File: src/rtl/tft_mem_resp.sv
// tft_mem_resp: burst read responder between the TFT read client and the memory read arbiter.
// Optional accepted-burst statistics counter is built when TFT_RESP_STAT_EN is defined.
module tft_mem_resp #(
    parameter int unsigned AN     = 24,
    parameter int unsigned DN     = 16,
    parameter int unsigned BURST  = 8,
    parameter int unsigned MAXOUT = 16,
    parameter int unsigned FLUSH  = 15
) (
    input  logic          clkSYS,
    input  logic          aclr,
    input  logic          req,
    input  logic [AN-1:0] req_addr,
    output logic          req_ack,
    output logic [DN-1:0] mem_data,
    output logic          mem_valid,
    output logic [AN-1:0] mrd_addr,
    output logic          mrd_req,
    input  logic          mrd_gnt,
    input  logic [DN-1:0] mrd_data,
    input  logic          mrd_valid,
    output logic          busy,
    output logic [15:0]   burst_cnt
);
    localparam int unsigned OW = $clog2(MAXOUT + 1);
    localparam int unsigned RW = $clog2(BURST + 1);
    localparam int unsigned FW = (FLUSH > 1) ? $clog2(FLUSH) : 1;

    if (BURST > MAXOUT) begin : g_bad_cfg
        $error("tft_mem_resp: BURST must not exceed MAXOUT");
    end

    typedef enum logic [1:0] {
        ST_FLUSH,
        ST_IDLE,
        ST_ISSUE
    } state_t;

    state_t        state, state_n;
    logic [FW-1:0] flush_cnt, flush_cnt_n;
    logic [RW-1:0] remaining, remaining_n;
    logic [OW-1:0] outstanding, outstanding_n;
    logic [AN-1:0] mrd_addr_n;
    logic [DN-1:0] mem_data_n;
    logic          mrd_req_n, req_ack_n, mem_valid_n, busy_n;
    logic          grant, fwd, room;

    assign grant = mrd_req && mrd_gnt;
    // Returns are only forwarded when owed; anything else is a stale word from before reset.
    assign fwd   = mrd_valid && (outstanding != '0) && (state != ST_FLUSH);
    assign room  = (32'(outstanding) + BURST) <= MAXOUT;

    always_ff @(posedge clkSYS or posedge aclr) begin
        if (aclr) begin
            state       <= ST_FLUSH;
            flush_cnt   <= '0;
            remaining   <= '0;
            outstanding <= '0;
            mrd_addr    <= '0;
            mrd_req     <= 1'b0;
            req_ack     <= 1'b0;
            mem_valid   <= 1'b0;
            mem_data    <= '0;
            busy        <= 1'b1;
        end else begin
            state       <= state_n;
            flush_cnt   <= flush_cnt_n;
            remaining   <= remaining_n;
            outstanding <= outstanding_n;
            mrd_addr    <= mrd_addr_n;
            mrd_req     <= mrd_req_n;
            req_ack     <= req_ack_n;
            mem_valid   <= mem_valid_n;
            mem_data    <= mem_data_n;
            busy        <= busy_n;
        end
    end

    always_comb begin
        state_n     = state;
        flush_cnt_n = flush_cnt;
        remaining_n = remaining;
        mrd_addr_n  = mrd_addr;
        mrd_req_n   = mrd_req;
        req_ack_n   = 1'b0;
        unique case (state)
            ST_FLUSH: begin
                if (32'(flush_cnt) == FLUSH - 1) begin
                    state_n     = ST_IDLE;
                    flush_cnt_n = '0;
                end else begin
                    flush_cnt_n = flush_cnt + FW'(1);
                end
            end
            ST_IDLE: begin
                if (req && room) begin
                    req_ack_n   = 1'b1;
                    mrd_addr_n  = req_addr;
                    remaining_n = RW'(BURST);
                    mrd_req_n   = 1'b1;
                    state_n     = ST_ISSUE;
                end
            end
            ST_ISSUE: begin
                if (grant) begin
                    mrd_addr_n  = mrd_addr + AN'(1);
                    remaining_n = remaining - RW'(1);
                    if (remaining == RW'(1)) begin
                        mrd_req_n = 1'b0;
                        state_n   = ST_IDLE;
                    end
                end
            end
            default: state_n = ST_FLUSH;
        endcase
        busy_n = (state_n != ST_IDLE);
    end

    // Words in flight at memory: issued by grant, retired by a forwarded return.
    always_comb begin
        outstanding_n = outstanding;
        unique case ({grant, fwd})
            2'b10:   outstanding_n = outstanding + OW'(1);
            2'b01:   outstanding_n = outstanding - OW'(1);
            default: outstanding_n = outstanding;
        endcase
        mem_valid_n = fwd;
        mem_data_n  = mrd_valid ? mrd_data : mem_data;
    end

`ifdef TFT_RESP_STAT_EN
    always_ff @(posedge clkSYS or posedge aclr) begin
        if (aclr) begin
            burst_cnt <= '0;
        end else if (req_ack_n) begin
            burst_cnt <= burst_cnt + 16'd1;
        end
    end
`else
    assign burst_cnt = 16'h0;
`endif

endmodule
File: config.mk
export PLATFORM = sky130hd
export DESIGN_NAME = tft_mem_resp
export DESIGN_NICKNAME = d
export VERILOG_FILES = /design/src/rtl/tft_mem_resp.sv
export SDC_FILE = /design/constraint.sdc
export NUM_CORES = 1
export LEC_CHECK = 0
export CORE_ASPECT_RATIO = 0.8
export CORE_UTILIZATION = 35
export DETAILED_ROUTE_END_ITERATION = 16
export GPL_TIMING_DRIVEN = 0
export HOLD_SLACK_MARGIN = 0.15
export MAX_ROUTING_LAYER = met4
export PLACE_DENSITY = 0.61
export SLEW_MARGIN = 20
export SYNTH_ARGS = -nofsm -noshare
export SYNTH_HDL_FRONTEND = slang
export SYNTH_SLANG_ARGS = --single-unit
File: constraint.sdc
create_clock -name clkSYS -period 8.15 [get_ports clkSYS]
set_input_delay 2.0375 -clock clkSYS [delete_from_list [all_inputs] [get_ports clkSYS]]
set_output_delay 2.0375 -clock clkSYS [all_outputs]
set_load 0.02 [all_outputs]
==> results_dict.tcl <==
set metrics [dict create \
    outcome "complete, but fails checks" \
    violations "DRC" \
    synth.avg_cell_area_sq_um 9.774 \
    synth_xor_xnor_area_share 0.01845 \
    wirelength_um 8880 \
    synth_area_sq_um 3323 \
    ctsLongestPathBuffers 2 \
    synth_adder_area_share 0.02259 \
    cp-end-kind "flip-flop" \
    synthFlopType "dfrtp_1" \
    ys_ff_latch 59 \
    arrival_ns 4.53 \
    max_stage_delay_ns 0.48 \
    p_per_area_nw_per_um2 376.0 \
    cts_resized 0 \
    synthMuxAreaShare 0.06965 \
    cts.sinks 59 \
    ys_types 62 \
    dieHeight_um 89.16 \
    hold_viol 0 \
    n_antenna_cell 0 \
    via_per_inst 5.199 \
    worst_pin_slew_ns 0.5998 \
    place_hpwl_um 6364 \
    grt_pass1_vias 2745 \
    path_cells "buf_2 > buf_1 > nand2_1 > nor2_1 > ha_1 > buf_2 > xor2_1 > ha_1 > or3_1 > a21oi_1 > mux2i_1 > o21ai_0 > o31ai_1" \
    holdWs_ns 0.5056 \
    track_usage 0.1916 \
    area_growth_pct 41.98 \
    maxCapViolCount 0 \
    clk_pin_slew_worst_paths_ns 0.05 \
    rr_worst_depth 12 \
    routedWlPerCell_um 15.47 \
    crit_path_start_kind "primary input" \
    drive_above_1_share 0.1765 \
    placed_area_sq_um 4424 \
    slew_headroom 0.6001 \
    ir_worst_vdd_mv 0.1629 \
    synth_compound_area_frac 0.2022 \
    drtPass1Iterations 11 \
    skew_ns 0.005096 \
    dieArea_sq_um 9891 \
    finalSetupViolations 0 \
    critPathSlowestCell "buf_1" \
    period_needed_ns 4.321 \
    finalCritPeriodShare 0.5302 \
    p_leak_nw 1.955 \
    synth_edf_count 0 \
    reg2reg_from "outstanding[0]$_DFFE_PP0P_" \
    start_util 0.3630 \
    ctsHoldBuffers 0 \
    ys_seq_area_frac 0.4447 \
    drt-initial-drc-count 256 \
    antenna_found_initial 0 \
    numCtsBuffers 9 \
    fin_tns_setup_ns 0 \
    path_max_fanout 10 \
    post_cts_buffers 0 \
    h-tree-depth 3 \
    clockRootBuffer "clkbuf_16" \
    ys_warn_count 0 \
    total_power_mw 1.774 \
    coreArea_sq_um 9154 \
    cp.required_ns 8.36 \
    synth_top_family_by_area "compound AO/OA/AOI/OAI gates" \
    gr-total-overflow 0 \
    placed_cells 558 \
    final_max_slew_viol_count 0 \
    clock_latency_ns 0.33 \
    ant_nets 0 \
    syn_inst 340 \
    fin_nets 505 \
    rows 31 \
    final_area_sq_um 4718 \
    rrSetupSlack_ns 5.18 \
    die_x_um 110.9 \
    rsz0062_at_grt "no" \
    crit_type "primary input to flip-flop" \
    port-buffer-count 87 \
    synth_simple_gate_area_frac 0.1634 \
    endpoint "outstanding[4]$_DFFE_PP0P_" \
    rr_endpoint "outstanding[4]$_DFFE_PP0P_" \
    io_pins 105 \
    max_freq_mhz 231.4 \
    gp_congestion 0.8862 \
    fin_cells 574 \
    hold_path.class "flip-flop to flip-flop" \
    cts_tree "done" \
    async_flop_share 1.000 \
    post-route-drc-count 9 \
    grt_max_degree 49 \
    num_vias 2984 \
    grt_pass1_wl_um 14060 \
    crit_path_start "mrd_valid" \
]
[logic make-up after synthesis]
logic type / Yosys count
AND/OR/NAND/NOR: 102
AO/OA/AOI/OAI: 101
flip-flops: 59
buffers and inverters: 43
multiplexers: 21
XOR/XNOR: 7
adder cells (fa/ha/maj): 6
other: 1
[state kept, by name, summed over array words and instances, names as in the netlist]
name / cells
mrd_req: 1
remaining: 4
mem_data: 16
outstanding: 5
mrd_addr: 24
state: 2
flush_cnt: 4
busy: 1
req_ack: 1
mem_valid: 1
[cell usage after synthesis (7+ instances only)]
library cell,n,share of area
mux2_2,17,0.058
o22ai_1,10,0.019
nand2_1,31,0.035
clkbuf_1,7,0.0079
buf_4,18,0.041
inv_1,7,0.0079
o22a_1,8,0.021
o21ai_0,18,0.027
nor2_1,25,0.028
nand3_1,8,0.012
dfrtp_1,58,0.44
a21oi_1,30,0.045
[through the flow]
| stage | worst slack, ns | utilization |
|---|---|---|
| 3_5_place_dp | 3.485 | 0.4833 |
| 4_1_cts | 3.821 | 0.5154 |
| 3_3_place_gp | 3.421 | 0.4800 |
| 5_1_grt | 3.498 | 0.5154 |
| 2_1_floorplan | 3.910 | - |
| 6_report | 3.829 | 0.5154 |
[power by group]
| part | internal (mW) | switching (mW) | total (mW) |
|---|---|---|---|
| Sequential | 0.410 | 0.133 | 0.544 |
| Combinational | 0.386 | 0.465 | 0.851 |
| Clock | 0.242 | 0.138 | 0.379 |
[cell usage in the layout (no fill, tap or decap), types with 4 or more instances in the layout]
| cell | netlist | layout |
|---|---|---|
| xor2_1 | 5 | 5 |
| a41oi_1 | 4 | 4 |
| inv_1 | 7 | 6 |
| buf_2 | 5 | 5 |
| o22ai_1 | 10 | 10 |
| nor2_1 | 25 | 25 |
| clkdlybuf4s50_1 | 0 | 87 |
| a31oi_1 | 5 | 5 |
| mux2_2 | 17 | 17 |
| nand4_1 | 6 | 6 |
| and3_1 | 6 | 6 |
| conb_1 | 1 | 16 |
| o21ai_0 | 18 | 18 |
| nand3_1 | 8 | 8 |
| clkbuf_16 | 0 | 9 |
| clkinv_2 | 0 | 5 |
| buf_4 | 18 | 18 |
| a21oi_1 | 30 | 30 |
| dfrtp_1 | 58 | 58 |
| nand2_1 | 31 | 31 |
| mux2i_1 | 4 | 4 |
| clkbuf_1 | 7 | 7 |
| o22a_1 | 8 | 8 |
| ha_1 | 6 | 6 |
[how the worst min path moves through the flow]
stage | start | to | depth (start not counted) | slack (ns)
finish | mem_data[0]$_DFFE_PP0P_ | mem_data[0]$_DFFE_PP0P_ | 1 | 0.51
global route | mem_data[13]$_DFFE_PP0P_ | mem_data[13]$_DFFE_PP0P_ | 1 | 0.52
CTS | mem_data[13]$_DFFE_PP0P_ | mem_data[13]$_DFFE_PP0P_ | 1 | 0.51
detailed placement | mem_data[8]$_DFFE_PP0P_ | mem_data[8]$_DFFE_PP0P_ | 1 | 0.50
global placement | mem_data[15]$_DFFE_PP0P_ | mem_data[15]$_DFFE_PP0P_ | 1 | 0.49
floorplan | outstanding[4]$_DFFE_PP0P_ | outstanding[4]$_DFFE_PP0P_ | 1 | 0.47
[cell type report]
cell class                 instances  area (sq um)
tap                              115         143.9
inverter                           7         28.78
clock buffer                      10         239.0
buffer                            36         232.7
timing repair buffer              88         898.4
clock inverter                     6         55.05
fill                             843          4436
sequential                        59          1478
multi-input combinational        253          1643
[worst max-delay path: cells and delay by family]
family	cells	cell delay [ns]
buf+inv	3	0.89
simple gates	3	0.59
compound gates	3	0.48
fa+ha+maj	2	0.35
xor+xnor	1	0.09
mux	1	0.09
[per-layer routing]
layer	wire [um]	vias to the layer above	part of all wire	global-route usage
li1	-	1430	-	-
met1	4225	1437	0.48	0.2647
met2	3902	107	0.44	0.2653
met3	632	10	0.071	0.06034
met4	119	0	0.013	0.05729
met5	0	-	0	-
Note: power is estimated with default switching activity, not from simulation.
